==> src/rtl/lfsr_pkg.sv <==
// lfsr_pkg: shared types, default tap masks and the feedback helper for lfsr_ranged.
package lfsr_pkg;
  typedef enum logic [1:0] {IDLE, DRAW, HOLD} state_e;
  localparam logic [7:0]  TAPS8  = 8'hE1;
  localparam logic [15:0] TAPS16 = 16'hD008;
  localparam logic [31:0] TAPS32 = 32'h8020_0003;
  function automatic logic lfsr_fb(input logic [31:0] s, input logic [31:0] t);
    return ^(s & t);
  endfunction
endpackage

==> src/rtl/lfsr_ranged_if.sv <==
// lfsr_ranged_if: seed, request and result handshake bundle for lfsr_ranged.
//   seed_valid_i/seed_i  : seed load
//   req_valid_i/req_ready_o/range_i : request, range sampled on accept
//   rand_valid_o/rand_ready_i/rand_o/rand_timeout_o : bounded result
//   lockup_o             : one-cycle pulse when a zero seed was replaced
// Signal suffixes are from the point of view of the random block (slave).
interface lfsr_ranged_if #(
  parameter int WIDTH = 16,
  parameter int OUT_W = 5
);
  logic             seed_valid_i;
  logic [WIDTH-1:0] seed_i;
  logic             req_valid_i;
  logic             req_ready_o;
  logic [OUT_W-1:0] range_i;
  logic             rand_valid_o;
  logic             rand_ready_i;
  logic [OUT_W-1:0] rand_o;
  logic             rand_timeout_o;
  logic             lockup_o;
  modport slave (
    input  seed_valid_i, seed_i, req_valid_i, range_i, rand_ready_i,
    output req_ready_o, rand_valid_o, rand_o, rand_timeout_o, lockup_o
  );
  modport master (
    output seed_valid_i, seed_i, req_valid_i, range_i, rand_ready_i,
    input  req_ready_o, rand_valid_o, rand_o, rand_timeout_o, lockup_o
  );
endinterface

==> src/rtl/lfsr_core.sv <==
// lfsr_core: Fibonacci LFSR with step enable, seed load and zero-seed substitution.
//   clk_i, rst_ni  : clock, async active-low reset (state returns to SEED)
//   step_i         : advance one step this cycle
//   seed_valid_i   : load seed_i (wins over step_i); zero loads SEED instead
//   cand_o         : low OUT_W bits of the current registered state
//   lockup_o       : registered pulse, high the cycle after a zero seed load
module lfsr_core
  import lfsr_pkg::*;
#(
  parameter int             WIDTH = 16,
  parameter int             OUT_W = 5,
  parameter logic [WIDTH-1:0] TAPS = TAPS16,
  parameter logic [WIDTH-1:0] SEED = 1
) (
  input  logic             clk_i,
  input  logic             rst_ni,
  input  logic             step_i,
  input  logic             seed_valid_i,
  input  logic [WIDTH-1:0] seed_i,
  output logic [OUT_W-1:0] cand_o,
  output logic             lockup_o
);
  logic [WIDTH-1:0] state_q, state_d;
  logic             lockup_q, lockup_d;
  always_comb begin
    state_d  = seed_valid_i ? (seed_i == '0 ? SEED : seed_i)
             : step_i       ? {state_q[WIDTH-2:0], lfsr_fb(32'(state_q), 32'(TAPS))}
             :                state_q;
    lockup_d = seed_valid_i && seed_i == '0;
  end
  always_ff @(posedge clk_i or negedge rst_ni) begin
    if (!rst_ni) begin
      state_q  <= SEED;
      lockup_q <= 1'b0;
    end else begin
      state_q  <= state_d;
      lockup_q <= lockup_d;
    end
  end
  assign cand_o   = state_q[OUT_W-1:0];
  assign lockup_o = lockup_q;
endmodule

==> src/rtl/lfsr_ranged.sv <==
// lfsr_ranged: bounded random numbers in [0, range) by rejection sampling an LFSR.
//   clk_i, rst_ni : clock, async active-low reset
//   bus (slave)   : seed load, request (range_i), result (rand_o, rand_timeout_o), lockup_o
// Build option LFSR_RANGED_FREE_RUN_EN: the LFSR steps every cycle in every state;
// otherwise it only steps while drawing, so each request sees a deterministic sequence.
module lfsr_ranged
  import lfsr_pkg::*;
#(
  parameter int               WIDTH     = 16,
  parameter int               OUT_W     = 5,
  parameter logic [WIDTH-1:0] TAPS      = 16'hD008,
  parameter logic [WIDTH-1:0] SEED      = 1,
  parameter int               MAX_TRIES = 16
) (
  input logic          clk_i,
  input logic          rst_ni,
  lfsr_ranged_if.slave bus
);
  localparam int CW = $clog2(MAX_TRIES + 1);
  state_e           state_q;
  logic [CW-1:0]    try_q;
  logic [OUT_W-1:0] range_q, rand_q, cand;
  logic             timeout_q, step, accept, last;
`ifdef LFSR_RANGED_FREE_RUN_EN
  assign step = 1'b1;
`else
  assign step = state_q == DRAW;
`endif
  lfsr_core #(.WIDTH(WIDTH), .OUT_W(OUT_W), .TAPS(TAPS), .SEED(SEED)) u_core (
    .clk_i       (clk_i),
    .rst_ni      (rst_ni),
    .step_i      (step),
    .seed_valid_i(bus.seed_valid_i),
    .seed_i      (bus.seed_i),
    .cand_o      (cand),
    .lockup_o    (bus.lockup_o)
  );
  // Range zero means the full 2^OUT_W span, so every candidate is accepted.
  assign accept = range_q == '0 || cand < range_q;
  assign last   = try_q == CW'(MAX_TRIES - 1);
  always_ff @(posedge clk_i or negedge rst_ni) begin
    if (!rst_ni) begin
      state_q   <= IDLE;
      try_q     <= '0;
      range_q   <= '0;
      rand_q    <= '0;
      timeout_q <= 1'b0;
    end else begin
      case (state_q)
        IDLE: if (bus.req_valid_i) begin
          range_q <= bus.range_i;
          try_q   <= '0;
          state_q <= DRAW;
        end
        DRAW: begin
          try_q <= try_q + CW'(1);
          if (accept) begin
            rand_q    <= cand;
            timeout_q <= 1'b0;
            state_q   <= HOLD;
          end else if (last) begin
            // Zero is inside every range, so it is a safe fallback value.
            rand_q    <= '0;
            timeout_q <= 1'b1;
            state_q   <= HOLD;
          end
        end
        HOLD: if (bus.rand_ready_i) state_q <= IDLE;
        default: state_q <= IDLE;
      endcase
    end
  end
  assign bus.req_ready_o    = state_q == IDLE;
  assign bus.rand_valid_o   = state_q == HOLD;
  assign bus.rand_o         = rand_q;
  assign bus.rand_timeout_o = timeout_q;
endmodule

==> src/flat_wrapper.sv <==
// flat-port wrapper written by rule: the top's interface ports become plain ports
module lfsr_ranged_flat import lfsr_pkg::*;
#(
  parameter int               WIDTH     = 16,
  parameter int               OUT_W     = 5,
  parameter logic [WIDTH-1:0] TAPS      = 16'hD008,
  parameter logic [WIDTH-1:0] SEED      = 1,
  parameter int               MAX_TRIES = 16
)
  (clk_i, rst_ni, bus_seed_valid_i, bus_seed_i, bus_req_valid_i, bus_range_i, bus_rand_ready_i, bus_req_ready_o, bus_rand_valid_o, bus_rand_o, bus_rand_timeout_o, bus_lockup_o);
  lfsr_ranged_if #(.WIDTH(WIDTH), .OUT_W(OUT_W)) bus_i ();
  input logic clk_i;
  input logic rst_ni;
  input wire logic [$bits(bus_i.seed_valid_i)-1:0] bus_seed_valid_i;
  input wire logic [$bits(bus_i.seed_i)-1:0] bus_seed_i;
  input wire logic [$bits(bus_i.req_valid_i)-1:0] bus_req_valid_i;
  input wire logic [$bits(bus_i.range_i)-1:0] bus_range_i;
  input wire logic [$bits(bus_i.rand_ready_i)-1:0] bus_rand_ready_i;
  output wire logic [$bits(bus_i.req_ready_o)-1:0] bus_req_ready_o;
  output wire logic [$bits(bus_i.rand_valid_o)-1:0] bus_rand_valid_o;
  output wire logic [$bits(bus_i.rand_o)-1:0] bus_rand_o;
  output wire logic [$bits(bus_i.rand_timeout_o)-1:0] bus_rand_timeout_o;
  output wire logic [$bits(bus_i.lockup_o)-1:0] bus_lockup_o;
  assign bus_i.seed_valid_i = bus_seed_valid_i;
  assign bus_i.seed_i = bus_seed_i;
  assign bus_i.req_valid_i = bus_req_valid_i;
  assign bus_i.range_i = bus_range_i;
  assign bus_i.rand_ready_i = bus_rand_ready_i;
  assign bus_req_ready_o = bus_i.req_ready_o;
  assign bus_rand_valid_o = bus_i.rand_valid_o;
  assign bus_rand_o = bus_i.rand_o;
  assign bus_rand_timeout_o = bus_i.rand_timeout_o;
  assign bus_lockup_o = bus_i.lockup_o;
  lfsr_ranged #(.WIDTH(WIDTH), .OUT_W(OUT_W), .TAPS(TAPS), .SEED(SEED), .MAX_TRIES(MAX_TRIES)) u_core (.clk_i(clk_i), .rst_ni(rst_ni), .bus(bus_i));
endmodule
==> config.mk <==
export PLATFORM = sky130hd
export DESIGN_NAME = lfsr_ranged_flat
export DESIGN_NICKNAME = d
export VERILOG_FILES = /design/src/rtl/lfsr_pkg.sv /design/src/rtl/lfsr_ranged_if.sv /design/src/rtl/lfsr_core.sv /design/src/rtl/lfsr_ranged.sv /design/src/flat_wrapper.sv
export SDC_FILE = /design/constraint.sdc
export NUM_CORES = 1
export LEC_CHECK = 0
export BUFFER_PORTS_ARGS = -buffer_cell sky130_fd_sc_hd__buf_2
export CAP_MARGIN = 15
export CORE_AREA = 2 2 69 71
export DETAILED_ROUTE_END_ITERATION = 10
export DIE_AREA = 0 0 71 73
export HOLD_SLACK_MARGIN = 0.03
export PLACE_DENSITY = 0.73
export SLEW_MARGIN = 20
export SYNTH_ARGS = -nofsm -noshare
export SYNTH_HDL_FRONTEND = slang
export SYNTH_SLANG_ARGS = --single-unit
==> constraint.sdc <==
create_clock -name clk_i -period 1.6 [get_ports clk_i]
set_input_delay 0.16 -clock clk_i [delete_from_list [all_inputs] [get_ports clk_i]]
set_output_delay 0.16 -clock clk_i [all_outputs]
set_load 0.05 [all_outputs]
**Yosys cells after proc, flatten, opt, wreduce, memory -nomap -nowiden**

Index checks and enable logic that the tools add are counted.

- Output and inout port bits: 9
- Register bits: 35
- Word-level logic and storage cells: 42
- Input port bits: 26

- Equality and inequality tests: 6
- Mux-type cells: 14
- $lt $le $gt $ge: 1
- Reductions and logical operators: 13
- Add/sub/neg operators: 1

Operators with widths:

| kind | count |
|---|---|
| 16-bit two-way mux | 3 |
| 32-bit XOR reduction | 1 |
| 16-bit zero test | 1 |
| 5-bit two-way mux | 3 |
| 5-bit case mux with 2 select lines | 1 |
| 2-bit two-way mux | 4 |
| 2-bit case mux with 3 select lines | 1 |
| 2-bit AND reduction | 3 |
| 2-bit nonzero test | 3 |
| 5-bit by 1-bit adder with 5-bit output (second input constant) | 1 |
| 5-bit by 4-bit equality test with 1-bit output (second input constant) | 1 |
| 5-bit zero test | 1 |
| 5-bit less-than comparator | 1 |
| 2-bit != test (second input constant) | 2 |
| 3-bit by 1-bit != test with 1-bit output (second input constant) | 1 |
| 3-bit AND reduction | 1 |
| 2-bit by 1-bit equality test with 1-bit output (second input constant) | 1 |
| 2-bit equality test (second input constant) | 1 |
| 2-bit zero test | 1 |
| 1-bit two-way mux | 2 |
| 1-bit logical AND | 1 |
| 1-bit logical OR | 1 |

**Depth between registers and ports, before layout**

Gate-level depths: netlist (run 1).

- Word-level depth: 4
- Mapped depth: 6
- Depth with buffers taken out: 6

**Modules after synthesis**

Synthesis (run 1) repeated with hierarchy kept, for this count alone.

- Cell total of the unflattened synthesis: 178
- Area total of the unflattened synthesis: 1811.7 sq um

By module, submodules not included:

| module | times used | cells each | area each (sq um) |
|---|---|---|---|
| lfsr_ranged | 1 | 93 | 924.6 |
| lfsr_core | 1 | 85 | 887.1 |

**Worst setup path after synthesis (run 1)**

Ideal clock, no wire load.

- Kind: register to register
- From: register u_core.state_q[0]
- To: register u_core.try_q[3]
- Period minus slack after synthesis: 1564 ps
- Setup time: 124 ps
- Cell stages (with the launch flop): 5
- Path slack: 36 ps
- Arrival: 1440 ps
- Path through: dfrtp_1 -> nor2_1 -> nand2_1 -> nand3_1 -> o21ai_1

- Cells in the longest elaborated chain, start to end: 3
- Elaborated cells between the ends (all ways): 6
- Those cells by class: eq/ne: 2; mux: 1; reduce/logical: 3

RTL lines:

| what | line | source |
|---|---|---|
| start: declaration | lfsr_ranged.sv:20 | `state_e state_q;` |
| start signal: assignment | lfsr_ranged.sv:43 | `state_q <= IDLE;` |
| start signal: assignment | lfsr_ranged.sv:53 | `state_q <= DRAW;` |
| start signal: assignment | lfsr_ranged.sv:60 | `state_q <= HOLD;` |
| 2-bit zero test * | n/a |  |
| named net bus_req_ready_o | flat_wrapper.sv:19 | `output wire logic [$bits(bus_i.req_ready_o)-1:0] bus_req_ready_o;` |
| 2-bit != test (no source line) or 2-bit nonzero test (tied branches) | n/a |  |
| 2-bit AND reduction (no source line) | n/a |  |
| end signal: assignment | lfsr_ranged.sv:56 | `try_q <= try_q + CW'(1);` |
| end: declaration | lfsr_ranged.sv:21 | `logic [CW-1:0] try_q;` |

Mark *: on every way through the listed nets, which the timed path passes. The rest lies on a longest branch.
A chain may end at the register's enable or synchronous reset.

**Worst setup path in the final report (run 1)**

- From: register u_core.range_q[2]
- To: register u_core.state_q[1]

- Cells in the longest elaborated chain, start to end: 4
- Elaborated cells between the ends (all ways): 7
- Those cells by class: order compare: 1; eq/ne: 1; mux: 2; reduce/logical: 3

RTL lines:

| what | line | source |
|---|---|---|
| start: declaration | lfsr_ranged.sv:22 | `logic [OUT_W-1:0] range_q, rand_q, cand;` |
| start signal: assignment | lfsr_ranged.sv:51 | `range_q <= bus.range_i;` |
| 5-bit less-than comparator or 5-bit zero test (tied branches) | lfsr_ranged.sv:39 | `assign accept = range_q == '0 \|\| cand < range_q;` |
| 1-bit logical OR * | lfsr_ranged.sv:39 |  |
| 3-bit by 1-bit != test with 1-bit output (no source line) or 2-bit two-way mux (tied branches) | n/a |  |
| 3-bit AND reduction (no source line) or 2-bit case mux with 3 select lines (tied branches) | n/a |  |

Every way passes the cells marked *; elsewhere a longest branch is shown, timed or not.

==> results of run 1 <==
cells by family after synthesis:
| kind of cell | Yosys count | share of synthesized area, % |
|---|---|---|
| xor+xnor | 4 | 2.01 |
| flops | 35 | 50.4 |
| fa+ha+maj | 6 | 4.31 |
| compound gates | 39 | 13.3 |
| simple gates | 59 | 15.9 |
| mux | 16 | 9.27 |
| buf+inv | 20 | 4.81 |
through the flow:
| step | total power, mW | cell area, um2 |
|---|---|---|
| CTS | 3.81 | 2150 |
| global placement | 3.04 | 2010 |
| floorplan | 2.63 | 1740 |
| detailed placement | 3.09 | 2010 |
| global route | 4.19 | 2190 |
| finish | 3.90 | 2190 |
power groups by stage:
| stage | sequential (mW) | clock, mW | combinational (mW) |
|---|---|---|---|
| 6_report | 1.37 | 0.600 | 1.93 |
| 5_1_grt | 1.41 | 0.666 | 2.11 |
| 4_1_cts | 1.36 | 0.620 | 1.83 |
| 3_5_place_dp | 1.37 | 0 | 1.72 |
| 3_3_place_gp | 1.36 | 0 | 1.68 |
| 2_1_floorplan | 1.55 | 0 | 1.08 |
state kept, by name (all words and copies together) (netlist names):
name / cells
u_core.bus.rand_o: 5
u_core.u_core.lockup_o: 1
u_core.bus.rand_timeout_o: 1
u_core.range_q: 5
u_core.state_q: 2
u_core.try_q: 5
u_core.u_core.state_q: 16
Yosys cell counts, types with 4 or more instances:
cell	instances	area, um2
a21oi_1	6	30.0
buf_2	4	20.0
dfrtp_1	34	851
ha_1	6	75.1
inv_1	12	45.0
mux2i_1	15	150
nand2_1	33	124
nor2_1	9	33.8
o21ai_0	7	35.0
o21ai_1	18	90.1
placed cells by master (no fill, tap or decap), types with 3 or more instances in the layout:
cell type	instances
nor2b_1	3
inv_1	10
xnor2_1	3
buf_4	13
mux2i_1	15
a21oi_1	6
o21ai_1	18
dfrtp_1	34
nor2_1	9
buf_2	34
o21ai_0	7
ha_1	3
nand2_1	33
clkbuf_8	5
nor4_1	3
nand3_1	3
repair_timing:
item,in CTS,in global routing
endpoints found under the hold margin,34,0
resized for setup,2,5
hold buffers,1,0
setup buffers,4,2
endpoints found under the setup margin,5,8
pin swaps,6,5
critical path, cell delays in order (launching register included):
cell and delay (ns):
dfrtp_1 0.38, inv_2 0.07, ha_4 0.26, nand2_1 0.05, o211ai_1 0.29, buf_4 0.17
nand3b_1 0.12, a22o_1 0.22
worst max path at each step:
stage | cells after the start | slack [ns] | endpoint
after floorplan | 4 | 0.04 | u_core.try_q[3]
after global placement | 5 | 0.03 | u_core.bus.rand_o[2]
after detailed placement | 5 | -0.04 | u_core.bus.rand_o[4]
after CTS | 7 | -0.02 | u_core.state_q[1]
after global routing | 6 | -0.13 | u_core.state_q[1]
final | 7 | -0.08 | u_core.state_q[1]
routing by layer:
metal	routed length, um	vias up	GRT usage, %
met2	1770	32	24.3
met5	0	-	0
met1	1710	650	20.9
met3	152	6	4.14
met4	62	0	5.66
li1	-	704	-
area by class of cell:
class | count | area, um2 | share of cell area [%]
inverter | 12 | 45.0 | 2.05
sequential | 35 | 877 | 40.0
clock inverter | 1 | 5.00 | 0.228
timing repair buffer | 49 | 298 | 13.6
clock buffer | 7 | 76.3 | 3.48
multi-input combinational | 124 | 825 | 37.6
tap | 54 | 67.6 | 3.08
==> flow_summary.toml, run 1 <==
[clock_network]
clkLatencyLatePin_ns = 0.28
clkSlewWorstSetupHoldPaths_ns = 0.07
cts_tree = "done"
ctsRootBufferMaster = "clkbuf_8"
cts.sinks = 35
cts_buffer_depth = 2
htreeDepth = 2
cts_buffers = 5

[power_and_ir_drop]
power_density_nw_per_um2 = 1780
power_frac_seq_pct = 35.2
power.leakage_nw = 1.04
ir_drop_mv = 0.607
internal_power_mw = 2.26
p_sw_share_pct = 42.0
p_comb_share_pct = 49.5
clkPwrFrac_pct = 15.4
switchingPower_mw = 1.64

[place]
io_buffers = 34
place_inst = 267
gp_congestion = 0.786
pre_cts_ws_ns = -0.0412
hpwl_mm = 2.63

[finish]
area_growth_pct = 25.9
diodes = 0
layout-drive-gt1-share_pct = 29.4
nFillCells = 418
nNetsFinal = 259
fin_cells = 282
final_core_util_pct = 48.4

[min_path]
hold_end = "u_core.u_core.lockup_o"
whs_path_depth = 2
hp-class = "input pin to flip-flop"
hold_start = "bus_seed_i[15]"

[timing]
hold_viol_final = 0
drv_slew = 0
rsz0062_at_grt = "true"
setup_violations = 2
post-route-period-util_pct = 105
tns_ns = -0.0936
period_needed_ns = 1.68
max_slew_margin_pct = 70.3
worst_hold_slack_ns = 0.0572
worst_pin_slew_ns = 0.445
final.setup_skew_ns = 0.00660
fin_ws_ns = -0.0773
max_freq_ghz = 0.596

[global_routing]
grt_pass1_wl_mm = 6.13
grt_antenna_before_repair = 0
grt_pass1_vias = 1318
groute.usage.overall_pct = 15.6
grt_max_degree = 36
grt_overflow = 0

[detailed_routing]
drtIter0Drc = 103
ant_nets = 0
drt_pass1_iterations = 4
wirelength_mm = 3.69
drc = 0
wl_per_cell_um = 13.1
via_per_inst = 4.94
via_count = 1392

[critical_path]
r2r-start = "u_core.range_q[2]"
startpoint_type = "flip-flop"
r2r_cells = 7
cp.arrival_ns = 1.85
reg2reg_slack_ns = -0.08
rr_endpoint = "u_core.state_q[1]"
critPathKind = "flip-flop to flip-flop"
critPathLaunch = "u_core.range_q[2]"
path_max_fanout = 2
cp-end-kind = "flip-flop"
cp.required_ns = 1.78

[logic_synthesis]
synth_cells = 179
ys_ff_latch = 35
async_flop_share_pct = 100
avgSynthCellArea_um2 = 9.73
ys_types = 34
synth_edf_count = 0
yosysSeqAreaShare_pct = 50.4
yosysWarningCount = 0
ys.flop_type = "dfrtp_1"
synthesis.nets = 211
syn-cell-area_um2 = 1740

[floorplan]
die_w_um = 71
rows = 25
io_pins = 35
fp.dieH_um = 73
start_util_pct = 38.4
dieArea_um2 = 5180
core_area_um2 = 4540

[run]
max_cap_viol_count = 0

[status]
violations = "negative setup slack"
status = "finished with violations"
No activity file was read; power rests on OpenSTA's default activity.
==> run 2: changes to the inputs <==
CORE_AREA = 2 2 97 52   (was 2 2 69 71)
DIE_AREA = 0 0 99 54   (was 0 0 71 73)
PLACE_DENSITY = 0.72   (was 0.73)
==> run 2 against run 1 <==
Effect of this change: the flow still finishes with violations (negative setup slack); sequential power barely moved; clock power rose by 11%; worst hold slack improved by 0.0044 ns; cell area rose by 1.6%; count of clock-buffer cells in the layout did not move; die area rose by 3.1%; combinational power barely moved; total power rose by 2.6%; flip-flop and latch count did not move; register-to-register slack improved by 0.07 ns; sequential share of layout area fell by 0.63 points; highest routed layer unchanged.
==> flow_summary.toml, run 2 (synthesized netlist as in run 1, its figures left out) <==
[power_and_ir_drop]
internal_power_mw = 2.31
clkPwrFrac_pct = 16.7
power_mw = 4.01
switchingPower_mw = 1.69
power.leakage_nw = 1.04
power_frac_seq_pct = 34.5
p_sw_share_pct = 42.2
p_comb_share_pct = 48.8
power_density_nw_per_um2 = 1800
ir_drop_mv = 0.920

[status]
violations = "negative setup slack"
status = "finished with violations"

[clock_network]
clkSlewWorstSetupHoldPaths_ns = 0.07
ctsRootBufferMaster = "clkbuf_8"
cts.sinks = 35
cts_buffers = 5
clkLatencyLatePin_ns = 0.29
cts_buffer_depth = 2
cts_tree = "done"
htreeDepth = 2

[min_path]
hold_start = "bus_seed_i[15]"
hp-class = "input pin to flip-flop"

[detailed_routing]
drc = 0
wirelength_mm = 4.02
wl_per_cell_um = 14.1
drt_pass1_iterations = 4
ant_nets = 0
via_count = 1400
drtIter0Drc = 74
via_per_inst = 4.90

[critical_path]
cp.arrival_ns = 1.82
critPathLaunch = "u_core.range_q[4]"
critPathKind = "flip-flop to flip-flop"
startpoint_type = "flip-flop"
cp.required_ns = 1.81
r2r-start = "u_core.range_q[4]"
path_max_fanout = 6
cp-end-kind = "flip-flop"

[finish]
fin_cells = 286
largest_reg_flops = 16
final_cell_mix = "buf_2, dfrtp_1, nand2_1"
area_growth_pct = 27.9
layout-drive-gt1-share_pct = 30.1
regMostFlops = "u_core.u_core.state_q"
diodes = 0
nNetsFinal = 257

[place]
hpwl_mm = 2.92
pre_cts_ws_ns = -0.0727
io_buffers = 34
gp_congestion = 0.815
place_inst = 274

[timing]
drv_slew = 0
fin_ws_ns = -0.00334
max_slew_margin_pct = 75.0
post-route-period-util_pct = 100
hold_viol_final = 0
rsz0062_at_grt = "true"
period_needed_ns = 1.60
setup_violations = 4
worst_pin_slew_ns = 0.375
max_freq_ghz = 0.624
final.setup_skew_ns = 0.00390

[global_routing]
grt_pass1_wl_mm = 6.66
grt_pass1_vias = 1374
grt_antenna_before_repair = 0
grt_overflow = 0
groute.usage.overall_pct = 16.7
grt_max_degree = 36

[floorplan]
die_w_um = 99
start_util_pct = 37.7
io_pins = 35
rows = 18
fp.dieH_um = 54
core_area_um2 = 4620
dieArea_um2 = 5350

[run]
max_cap_viol_count = 0
## run 2: changes by cell type in the layout (fill, tap and decap cells not counted)
cell / previous run / this run
a21oi_1: 6 / 5
clkbuf_1: 2 / 1
clkbuf_8: 5 / 6
buf_4: 13 / 9
buf_6: 0 / 1
a21oi_2: 0 / 1
ha_4: 2 / 3
buf_12: 1 / 2
ha_1: 3 / 2
## run 2: power groups by stage
stage               clock network [mW]  registers (mW)  logic [mW]
finish                           0.668            1.38        1.96
floorplan                            0            1.55        1.08
global route                     0.723            1.42        2.14
CTS                              0.680            1.36        1.86
global placement                     0            1.36        1.71
detailed placement                   0            1.37        1.76
## run 2: critical path: stages (launching register included)
cell and delay (ns):
dfrtp_1 0.40, inv_2 0.09, ha_4 0.21, a21oi_4 0.14, buf_6 0.11, a22oi_2 0.06, a21oi_4 0.29, mux2i_1 0.22
## run 2: final timing paths
check	to	cells after the start	slack [ns]
worst max-delay path	u_core.bus.rand_o[4]	7	-0.003
worst min-delay path	u_core.u_core.lockup_o	2	0.06
worst max register to register	u_core.bus.rand_o[4]	7	-0.003
min in group asynchronous	u_core.try_q[3]	3	0.37
max in group asynchronous	u_core.u_core.state_q[0]	3	0.98
worst min register to register	u_core.bus.rand_timeout_o	2	0.50
## run 2: final cells by class
cell class	instances	area, um2
Fill cell	426	2390
Sequential cell	35	877
Multi-Input combinational cell	124	841
Timing Repair Buffer	47	299
Clock buffer	7	86.3
Tap cell	60	75.1
Inverter	12	45.0
Clock inverter	1	5.00
## run 2: per-layer routing
metal / track usage [%] / vias to the layer above / part of all wire [%]
met2: 24.7 / 30 / 41
met5: 0 / - / 0
met4: 5.48 / 0 / 0.92
met3: 4.81 / 7 / 4.8
met1: 23.7 / 663 / 53
li1: - / 700 / -
## run 2: timing repair
action	4_1_cts	5_1_grt
setup endpoints to repair	6	7
hold buffers	1	0
setup buffers	3	0
endpoints found under the hold margin	34	0
pin swaps	6	3
gates resized for setup	4	6
## run 2: stage by stage
| step | hold slack (ns) | area (um2) | TNS [ns] | util [%] |
|---|---|---|---|---|
| after floorplan | -0.136 | 1740 | 0 | - |
| after global placement | 0.136 | 2040 | 0 | 44.2 |
| after detailed placement | 0.137 | 2040 | -0.305 | 44.2 |
| after CTS | 0.0519 | 2190 | -0.0109 | 47.5 |
| after global routing | 0.0643 | 2230 | -0.484 | 48.3 |
| final | 0.0616 | 2230 | -0.00941 | 48.3 |
